$ cat config.mk
export PLATFORM = sky130hd
export DESIGN_NAME = sync_cmd_arbiter_flat
export DESIGN_NICKNAME = d
export VERILOG_FILES = /design/src/rtl/sync_cmd_arbiter_if.sv /design/src/rtl/sync_cmd_arbiter.sv /design/src/flat_wrapper.sv
export SDC_FILE = /design/constraint.sdc
export NUM_CORES = 1
export LEC_CHECK = 0
export ABC_AREA = 1
export BUFFER_PORTS_ARGS = -buffer_cell sky130_fd_sc_hd__clkbuf_2
export CAP_MARGIN = 20
export CORE_MARGIN = 2
export CORE_UTILIZATION = 51
export DETAILED_ROUTE_END_ITERATION = 8
export GPL_TIMING_DRIVEN = 0
export MAX_ROUTING_LAYER = met4
export PLACE_DENSITY = 0.84
export SLEW_MARGIN = 0
export SYNTH_ARGS = -nofsm -noshare
export SYNTH_HDL_FRONTEND = slang
export SYNTH_SLANG_ARGS = --single-unit
$ cat constraint.sdc
create_clock -name CGRA_CLK_I -period 3.4 [get_ports CGRA_CLK_I]
set_clock_uncertainty 0.2 [all_clocks]
set_input_delay 0.17 -clock CGRA_CLK_I [delete_from_list [all_inputs] [get_ports CGRA_CLK_I]]
set_output_delay 0.17 -clock CGRA_CLK_I [all_outputs]
set_load 0.005 [all_outputs]
$ cat src/rtl/sync_cmd_arbiter_if.sv
// Command port bundle between the HOST/AUX requesters and the sync-unit configuration arbiter.
// The requester side drives valid/op/data plus the sync-unit status; the arbiter returns handshakes and strobes.
interface sync_cmd_arbiter_if #(
  parameter int DATA_WIDTH = 32
);
  logic                  en;
  logic                  host_valid;
  logic [1:0]            host_op;
  logic [DATA_WIDTH-1:0] host_data;
  logic                  host_ready;
  logic                  aux_valid;
  logic [1:0]            aux_op;
  logic [DATA_WIDTH-1:0] aux_data;
  logic                  aux_ready;
  logic                  sync_in;
  logic                  running;
  logic                  state_change;
  logic                  interval_change;
  logic                  sa_reload_change;
  logic [DATA_WIDTH-1:0] data;
  logic                  busy;
  logic                  err;

  modport master (
    output en, host_valid, host_op, host_data, aux_valid, aux_op, aux_data, sync_in, running,
    input  host_ready, aux_ready, state_change, interval_change, sa_reload_change, data, busy, err
  );

  modport slave (
    input  en, host_valid, host_op, host_data, aux_valid, aux_op, aux_data, sync_in, running,
    output host_ready, aux_ready, state_change, interval_change, sa_reload_change, data, busy, err
  );
endinterface

$ cat src/rtl/sync_cmd_arbiter.sv
// Round-robin arbiter sharing the sync unit's configuration port between HOST and AUX requesters.
// Interval/SA-reload writes issued while running wait for the next cycle boundary; a guard gap follows each issue.
module sync_cmd_arbiter #(
  parameter int unsigned DATA_WIDTH   = 32,
  parameter int unsigned GUARD_CYCLES = 2,
  parameter int unsigned WAIT_TIMEOUT = 255
) (
  input logic               CGRA_CLK_I,
  input logic               RST_I,
  sync_cmd_arbiter_if.slave cmd
);

  localparam int unsigned WW = (WAIT_TIMEOUT < 1) ? 1 : $clog2(WAIT_TIMEOUT + 1);
  localparam int unsigned GW = (GUARD_CYCLES < 1) ? 1 : $clog2(GUARD_CYCLES + 1);

  localparam logic [1:0]    OP_STATE    = 2'd0;
  localparam logic [1:0]    OP_INTERVAL = 2'd1;
  localparam logic [1:0]    OP_SA_RELOAD = 2'd2;
  localparam logic [1:0]    OP_ILLEGAL  = 2'd3;
  localparam logic [WW:0]   WAIT_LIMIT  = (WW + 1)'(WAIT_TIMEOUT);
  localparam logic [WW:0]   WAIT_ONE    = (WW + 1)'(1);
  localparam logic [GW-1:0] GUARD_LOAD  = GW'(GUARD_CYCLES);
  localparam logic [GW-1:0] GUARD_ONE   = GW'(1);

  typedef enum logic [1:0] {
    ST_IDLE  = 2'd0,
    ST_ISSUE = 2'd1,
    ST_WAIT  = 2'd2,
    ST_GUARD = 2'd3
  } state_t;

  state_t                state_r;
  state_t                next_state_s;
  logic [1:0]            op_r;
  logic [DATA_WIDTH-1:0] data_r;
  logic                  last_aux_r;
  logic [WW-1:0]         wait_cnt_r;
  logic [WW:0]           wait_inc_s;
  logic [GW-1:0]         guard_cnt_r;
  logic                  err_r;
  logic                  err_set_s;
  logic                  grant_host_s;
  logic                  grant_aux_s;
  logic                  accept_s;
  logic [1:0]            acc_op_s;
  logic [DATA_WIDTH-1:0] acc_data_s;
  logic                  issue_s;

  assign wait_inc_s = {1'b0, wait_cnt_r} + WAIT_ONE;

  // Grant selection: only in IDLE while enabled; on contention the requester not granted last wins.
  always_comb begin
    grant_host_s = 1'b0;
    grant_aux_s  = 1'b0;
    if ((state_r == ST_IDLE) && cmd.en && !RST_I) begin
      if (cmd.host_valid && cmd.aux_valid) begin
        grant_host_s = last_aux_r;
        grant_aux_s  = ~last_aux_r;
      end else begin
        grant_host_s = cmd.host_valid;
        grant_aux_s  = cmd.aux_valid;
      end
    end else begin
      grant_host_s = 1'b0;
      grant_aux_s  = 1'b0;
    end
    accept_s   = grant_host_s | grant_aux_s;
    acc_op_s   = grant_aux_s ? cmd.aux_op : cmd.host_op;
    acc_data_s = grant_aux_s ? cmd.aux_data : cmd.host_data;
  end

  // Next-state and error-pulse decode; a disabled cycle holds everything.
  always_comb begin
    next_state_s = state_r;
    err_set_s    = 1'b0;
    if (cmd.en) begin
      case (state_r)
        ST_IDLE: begin
          if (accept_s) begin
            if (acc_op_s == OP_ILLEGAL) begin
              err_set_s    = 1'b1;
              next_state_s = ST_IDLE;
            end else if ((acc_op_s == OP_STATE) || !cmd.running) begin
              next_state_s = ST_ISSUE;
            end else begin
              next_state_s = ST_WAIT;
            end
          end else begin
            next_state_s = ST_IDLE;
          end
        end
        ST_WAIT: begin
          // A boundary or a stopped sync unit releases the command; otherwise the timeout forces it out.
          if (cmd.sync_in || !cmd.running) begin
            next_state_s = ST_ISSUE;
          end else if (wait_inc_s >= WAIT_LIMIT) begin
            err_set_s    = 1'b1;
            next_state_s = ST_ISSUE;
          end else begin
            next_state_s = ST_WAIT;
          end
        end
        ST_ISSUE: begin
          if (GUARD_CYCLES == 0) begin
            next_state_s = ST_IDLE;
          end else begin
            next_state_s = ST_GUARD;
          end
        end
        ST_GUARD: begin
          if (guard_cnt_r <= GUARD_ONE) begin
            next_state_s = ST_IDLE;
          end else begin
            next_state_s = ST_GUARD;
          end
        end
        default: begin
          next_state_s = ST_IDLE;
        end
      endcase
    end else begin
      next_state_s = state_r;
      err_set_s    = 1'b0;
    end
  end

  // State register.
  always_ff @(posedge CGRA_CLK_I or posedge RST_I) begin
    if (RST_I) begin
      state_r <= ST_IDLE;
    end else begin
      state_r <= next_state_s;
    end
  end

  // Hold registers, round-robin pointer and the wait/guard counters.
  always_ff @(posedge CGRA_CLK_I or posedge RST_I) begin
    if (RST_I) begin
      op_r        <= OP_STATE;
      data_r      <= '0;
      last_aux_r  <= 1'b1;
      wait_cnt_r  <= '0;
      guard_cnt_r <= '0;
    end else if (cmd.en) begin
      if (accept_s) begin
        op_r       <= acc_op_s;
        data_r     <= acc_data_s;
        last_aux_r <= grant_aux_s;
        wait_cnt_r <= '0;
      end
      if (state_r == ST_WAIT) begin
        wait_cnt_r <= wait_inc_s[WW-1:0];
      end
      if (state_r == ST_ISSUE) begin
        guard_cnt_r <= GUARD_LOAD;
      end else if ((state_r == ST_GUARD) && (guard_cnt_r != '0)) begin
        guard_cnt_r <= guard_cnt_r - GUARD_ONE;
      end
    end
  end

  // Error pulse register: high for exactly the cycle after the event.
  always_ff @(posedge CGRA_CLK_I or posedge RST_I) begin
    if (RST_I) begin
      err_r <= 1'b0;
    end else begin
      err_r <= err_set_s;
    end
  end

  assign issue_s              = (state_r == ST_ISSUE) && cmd.en;
  assign cmd.state_change     = issue_s && (op_r == OP_STATE);
  assign cmd.interval_change  = issue_s && (op_r == OP_INTERVAL);
  assign cmd.sa_reload_change = issue_s && (op_r == OP_SA_RELOAD);
  assign cmd.host_ready       = grant_host_s;
  assign cmd.aux_ready        = grant_aux_s;
  assign cmd.data             = data_r;
  assign cmd.busy             = (state_r != ST_IDLE);
  assign cmd.err              = err_r;

endmodule

$ cat src/flat_wrapper.sv
// flat-port wrapper written by rule: the top's interface ports become plain ports
module sync_cmd_arbiter_flat 
#(
  parameter int unsigned DATA_WIDTH   = 32,
  parameter int unsigned GUARD_CYCLES = 2,
  parameter int unsigned WAIT_TIMEOUT = 255
)
  (CGRA_CLK_I, RST_I, cmd_en, cmd_host_valid, cmd_host_op, cmd_host_data, cmd_aux_valid, cmd_aux_op, cmd_aux_data, cmd_sync_in, cmd_running, cmd_host_ready, cmd_aux_ready, cmd_state_change, cmd_interval_change, cmd_sa_reload_change, cmd_data, cmd_busy, cmd_err);
  sync_cmd_arbiter_if #(.DATA_WIDTH(DATA_WIDTH)) cmd_i ();
  input logic CGRA_CLK_I;
  input logic RST_I;
  input wire logic [$bits(cmd_i.en)-1:0] cmd_en;
  input wire logic [$bits(cmd_i.host_valid)-1:0] cmd_host_valid;
  input wire logic [$bits(cmd_i.host_op)-1:0] cmd_host_op;
  input wire logic [$bits(cmd_i.host_data)-1:0] cmd_host_data;
  input wire logic [$bits(cmd_i.aux_valid)-1:0] cmd_aux_valid;
  input wire logic [$bits(cmd_i.aux_op)-1:0] cmd_aux_op;
  input wire logic [$bits(cmd_i.aux_data)-1:0] cmd_aux_data;
  input wire logic [$bits(cmd_i.sync_in)-1:0] cmd_sync_in;
  input wire logic [$bits(cmd_i.running)-1:0] cmd_running;
  output wire logic [$bits(cmd_i.host_ready)-1:0] cmd_host_ready;
  output wire logic [$bits(cmd_i.aux_ready)-1:0] cmd_aux_ready;
  output wire logic [$bits(cmd_i.state_change)-1:0] cmd_state_change;
  output wire logic [$bits(cmd_i.interval_change)-1:0] cmd_interval_change;
  output wire logic [$bits(cmd_i.sa_reload_change)-1:0] cmd_sa_reload_change;
  output wire logic [$bits(cmd_i.data)-1:0] cmd_data;
  output wire logic [$bits(cmd_i.busy)-1:0] cmd_busy;
  output wire logic [$bits(cmd_i.err)-1:0] cmd_err;
  assign cmd_i.en = cmd_en;
  assign cmd_i.host_valid = cmd_host_valid;
  assign cmd_i.host_op = cmd_host_op;
  assign cmd_i.host_data = cmd_host_data;
  assign cmd_i.aux_valid = cmd_aux_valid;
  assign cmd_i.aux_op = cmd_aux_op;
  assign cmd_i.aux_data = cmd_aux_data;
  assign cmd_i.sync_in = cmd_sync_in;
  assign cmd_i.running = cmd_running;
  assign cmd_host_ready = cmd_i.host_ready;
  assign cmd_aux_ready = cmd_i.aux_ready;
  assign cmd_state_change = cmd_i.state_change;
  assign cmd_interval_change = cmd_i.interval_change;
  assign cmd_sa_reload_change = cmd_i.sa_reload_change;
  assign cmd_data = cmd_i.data;
  assign cmd_busy = cmd_i.busy;
  assign cmd_err = cmd_i.err;
  sync_cmd_arbiter #(.DATA_WIDTH(DATA_WIDTH), .GUARD_CYCLES(GUARD_CYCLES), .WAIT_TIMEOUT(WAIT_TIMEOUT)) u_core (.CGRA_CLK_I(CGRA_CLK_I), .RST_I(RST_I), .cmd(cmd_i));
endmodule
# After elaboration in Yosys (flattened, before gate mapping)
# Index checks and enable logic that the tools add are counted.
# Widths: inputs -> output; s select.
[classes]
addsub = 2
n_mul = 0
div_mod_pow = 0
order_cmp = 2
n_eq_ne = 6
n_shift = 0
n_mux = 23
n_bitwise = 2
reduce_logical = 22
[op_table]
columns = ["cell", "n"]
rows = [
  ["$mux 32", 1],
  ["$mux 2", 9],
  ["$mux 8", 2],
  ["$add 8x1->9 const B", 1],
  ["$ge 9x8->1 const B", 1],
  ["$mux 1", 9],
  ["$eq 2x2->1 const B", 4],
  ["$logic_and 1x1->1", 8],
  ["$pmux 2 s4", 1],
  ["$reduce_bool 2->1", 4],
  ["$logic_not 2->1", 3],
  ["$reduce_and 2->1", 3],
  ["$eq 2x1->1 const B", 2],
  ["$le 2x1->1 const B", 1],
  ["$logic_not 1->1", 2],
  ["$logic_or 1x1->1", 2],
  ["$pmux 1 s2", 1],
  ["$sub 2x1->2 const B", 1],
  ["$not 1->1", 1],
  ["$or 1x1->1", 1],
]
[word_totals]
register_bits = 48
latch_bits = 0
ram_bits = 0
rom_bits = 0
wordCells = 64
memories = 0

# Depth between registers and ports, before layout
[depth]
ltp_word = 11
ltp_mapped = 14

# Worst setup path before layout
# Ideal clock, no wire load.
[synth_timing]
kind = "in2reg"
start = "input port RST_I"
end = "register u_core.state_r[1]"
t_arrival_ns = 2.239
required_ns = 3.133
setup_slack_ns = 0.894
stages = 12
path_cell_list = "inv_1 -> nand2_2 -> nor2_8 -> nand2_2 -> buf_6 -> nand2_1 -> nand2_1 -> a21oi_2 -> nand2_1 -> nand2_1 -> nand2_1 -> nand2_1"
[synth_between]
elab_chain_len = 10
[synth_rtl]
columns = ["item", "line_no", "rtl"]
rows = [
  ["from (decl)", "flat_wrapper.sv:11", "input logic RST_I;"],
  ["$logic_not 1->1 (*)", "sync_cmd_arbiter.sv:55", "if ((state_r == ST_IDLE) && cmd.en && !RST_I) begin"],
  ["$logic_and 1x1->1 (*)", "sync_cmd_arbiter.sv:55", ""],
  ["$mux 1", "sync_cmd_arbiter.sv:55", ""],
  ["$mux 2", "sync_cmd_arbiter.sv:68", "acc_op_s = grant_aux_s ? cmd.aux_op : cmd.host_op;"],
  ["$logic_not 2->1", "sync_cmd_arbiter.sv:83", "end else if ((acc_op_s == OP_STATE) || !cmd.running) begin"],
  ["$logic_or 1x1->1", "sync_cmd_arbiter.sv:83", ""],
  ["$mux 2", "sync_cmd_arbiter.sv:83", ""],
  ["$mux 2", "sync_cmd_arbiter.sv:80", "if (acc_op_s == OP_ILLEGAL) begin"],
  ["$mux 2 (*)", "sync_cmd_arbiter.sv:79", "if (accept_s) begin"],
  ["$pmux 2 s4 (*)", "sync_cmd_arbiter.sv:77", "case (state_r)"],
  ["to (signal assigned)", "sync_cmd_arbiter.sv:132", "state_r <= next_state_s;"],
  ["to (decl)", "sync_cmd_arbiter.sv:32", "state_t state_r;"],
]
# Every way passes the cells marked *; elsewhere a longest branch is shown, timed or not.
# A chain may end at the register's enable or synchronous reset.

# Final worst setup path
[layout_timing]
start = "input port RST_I"
end = "register u_core.data_r[6] (netlist: u_core.cmd.data[6])"
[layout_between]
elab_chain_len = 5
[layout_rtl]
columns = ["item", "line_no", "rtl"]
rows = [
  ["$logic_not 1->1 (*)", "sync_cmd_arbiter.sv:55", ""],
  ["$logic_and 1x1->1 (*)", "sync_cmd_arbiter.sv:55", ""],
  ["$mux 1", "sync_cmd_arbiter.sv:55", ""],
  ["$or 1x1->1", "sync_cmd_arbiter.sv:67", "accept_s = grant_host_s | grant_aux_s;"],
  ["$reduce_and 2->1 (no line)", "--", ""],
  ["to (signal assigned)", "sync_cmd_arbiter.sv:147", "data_r <= acc_data_s;"],
  ["to (decl)", "sync_cmd_arbiter.sv:35", "logic [DATA_WIDTH-1:0] data_r;"],
]
# Marks and branches as above.

==> metrics.md <==
| Metric | Value |
|---|---|
| Arrival time worst endpoint | 2.84 ns |
| # DRC | 0 |
| Startpoint types | input pin |
| Shortest period the worst path allows | 2.78 ns |
| Register bit count reported by yosys | 48 |
| Area delta synth->final | 56.6% |
| Htree depth | 2 |
| Top FF cell, synth | dfrtp_1 |
| # port buffers | 113 |
| RSZ-0062 raised after global routing | no |
| Status | finished, final reports clean |
| Detailed Route WL | 8.86 mm |
| Hold/Removal Path Class | in -> reg |
| Post-CTS setup buffer count | 0 |
| Worst-path clk slew | 0.10 ns |
| Via-to-Cell Ratio | 5.37 |
| Initial Utilization | 53.0% |
| Num CTS Buffers | 5 |
| ANT nets after route | 0 |
| Top Ports | 114 |
| Clk Tree Root Cell | clkbuf_8 |
| EDFF count, synth | 0 |
| Via count | 3100 |
| Placed insts | 504 |
| Final cell count without fillers | 577 |
| Final Hold Viols | 0 |
| Insertion delay to the later sink of the worst-skew pair | 0.32 ns |
| Crit Reg-Reg Endpoint | u_core.cmd.data[6] |
| Initial antenna violation count | 0 |
| Syn nets | 402 |
| WHS | 0.00662 ns |
| Layout net count | 588 |
| Syn Std Cell Area | 2500 µm² |
| Top delay family on crit path | buffers and inverters |
| CP Class | in -> reg |
| Max Transition Viols Final | 0 |
| Worst slew pin tran | 0.476 ns |
| WP buf/inv | 7 |
| Commonest cells after routing, fill and taps aside | clkbuf_2 (113), nand2_1 (77), a21oi_1 (65), dlygate4sd3_1 (65), dfrtp_1 (47) |
| Final setup violation count | 0 |
| Netlist cell types | 29 |
| CP Data Required Time | 3.46 ns |
| TritonRoute pass-1 iters | 6 |
| Endpoint type of the worst setup path | register |
| Placer Congestion | 0.906 |
| Die Height | 74.1 µm |
| Gr usage total | 34.7% |
| Commonest non-fill, non-tap cell in the layout | clkbuf_2 |
| YS warnings | 0 |
| Share of cells above drive strength 1 | 28.8% |
| Fillers | 278 |
| Sequential fraction of the synthesis area | 48.0% |
| Worst Path Max Fanout | 17 |
| Die ar. | 5490 µm² |
| Hold Path Stages | 5 |
| Synthesized instance count | 323 |
| Std-Cell Rows | 25 |
| DIE WIDTH | 74.1 µm |
| Clock Sinks | 48 |
| Crit path launch | RST_I |
| Peak VDD IR | 557 µV |
| R2R Setup Slk | 0.96 ns |
| Max Fclk | 360 MHz |
| Max clock buf depth | 2 |
| Wirelength per Cell | 15.3 µm |
| Worst-case reg-to-reg path depth | 10 |
| Worst setup path end | u_core.cmd.data[6] |
| Global route overflow | 0 |
| Post-synthesis area per instance | 7.76 µm² |
| Iter 0 DRT Violations | 265 |
| Critical R2R Launch | u_core.state_r[1] |
| Critical path cell sequence | dlygate4sd3_1, clkbuf_2, inv_2, nand2_2, nor2_8, nand2_2, buf_6, inv_2, buf_4, nand2_1, a21oi_1, dlygate4sd3_1 |
| Antenna cells | 0 |
| Largest net degree at the start of global routing | 34 |
| Placed Area | 3170 µm² |
| Final period util | 81.7% |
| Leak Pwr | 1.94 nW |
| Final core utilization | 83.0% |
| Vias in the first global route | 3167 |
| Ys async rst share | 100% |
| First-pass GRT wire length | 13.9 mm |
| Final WS setup | 0.622 ns |
| Slowest CP cell | dlygate4sd3_1 |
| Setup TNS | 0 ns |
| DPL Wire Length | 4.90 mm |
| Max_slew headroom | 68.2% |
| Levels on crit path | 12 |
| Tot Pwr | 2.63 mW |
| Core Area | 4720 µm² |
| Post-route cell area | 3920 µm² |
| Max-cap violations | 0 |
| Critical path's largest stage delay | 0.60 ns |
| Pwr per Cell Area | 671 nW/µm² |
| TritonCTS clock tree | yes |
| Setup WS pre-CTS | 1.46 ns |
[synth_stat cells (3+ instances only)]
cell type,number,area [µm²]
nand3_1,12,60.1
buf_4,3,22.5
nand4_1,3,18.8
inv_1,20,75.1
nand2_1,77,289
o22ai_1,3,18.8
ha_1,4,50.1
dfrtp_1,47,1180
nor2_1,42,158
a21oi_1,65,325
buf_2,7,35.0
nor3_1,4,20.0
inv_2,4,15.0
o21ai_0,13,65.1
[worst min path at each step]
stage | from | to | slack, ns
6_report | cmd_host_op[1] | u_core.op_r[1] | 0.007
5_1_grt | cmd_host_data[5] | u_core.cmd.data[5] | 0.02
4_1_cts | cmd_running | u_core.cmd.err | 0.0007
3_5_place_dp | RST_I | u_core.guard_cnt_r[1] | -0.04
3_3_place_gp | cmd_aux_data[22] | u_core.cmd.data[22] | 0.20
2_1_floorplan | cmd_aux_data[17] | u_core.cmd.data[17] | 0.11
[report_power, final]
| group | switching, mW | total, mW | internal [mW] |
|---|---|---|---|
| registers | 0.188 | 1.03 | 0.842 |
| logic | 0.574 | 1.23 | 0.654 |
| clock network | 0.208 | 0.373 | 0.165 |
| total | 0.971 | 2.63 | 1.66 |
[worst reg2reg max path, delay by kind of cell, from the launching register on]
| kind | cells | cell delay [ns] |
|---|---|---|
| buffers and inverters | 5 | 1.14 |
| and+or+nand+nor | 4 | 0.42 |
| DFF | 1 | 0.42 |
| AOI/OAI and AO/OA | 1 | 0.19 |
[registers in the layout, summed over array words and instances (netlist names)]
name	flops
u_core.cmd.data	32
u_core.wait_cnt_r	8
u_core.guard_cnt_r	2
u_core.op_r	2
u_core.state_r	2
u_core.cmd.err	1
u_core.last_aux_r	1
[layout make-up]
cell class	count	area, µm²	share of cell area (%)
timing repair buffer	179	1240	31.5
sequential	48	1200	30.7
multi-input combinational	237	1130	28.9
inverter	24	90.1	2.30
tap	67	83.8	2.14
clock buffer	6	82.6	2.11
buffer	14	80.1	2.04
clock inverter	2	15.0	0.383
[metal layers]
| metal | track usage, % | vias to the layer above | wire, µm |
|---|---|---|---|
| met5 | - | - | 0 |
| met4 | 18.6 | 0 | 429 |
| met3 | 7.45 | 49 | 660 |
| met2 | 59.1 | 190 | 4530 |
| met1 | 37.6 | 1431 | 3230 |
| li1 | - | 1430 | - |
[kinds of logic after synthesis]
group	Yosys count	synth area share [%]
adder cells (fa/ha/maj)	4	2.00
flip-flops	48	48.0
XOR/XNOR	1	0.350
buffers and inverters	38	6.79
AO/OA/AOI/OAI	87	18.5
AND/OR/NAND/NOR	145	24.4
[repair_timing]
item | 4_1_cts | 5_1_grt
hold buffers | 65 | 0
endpoints found under the hold margin | 83 | 0
resized for setup | 0 | 0
No activity file was read; power rests on OpenSTA's default activity.
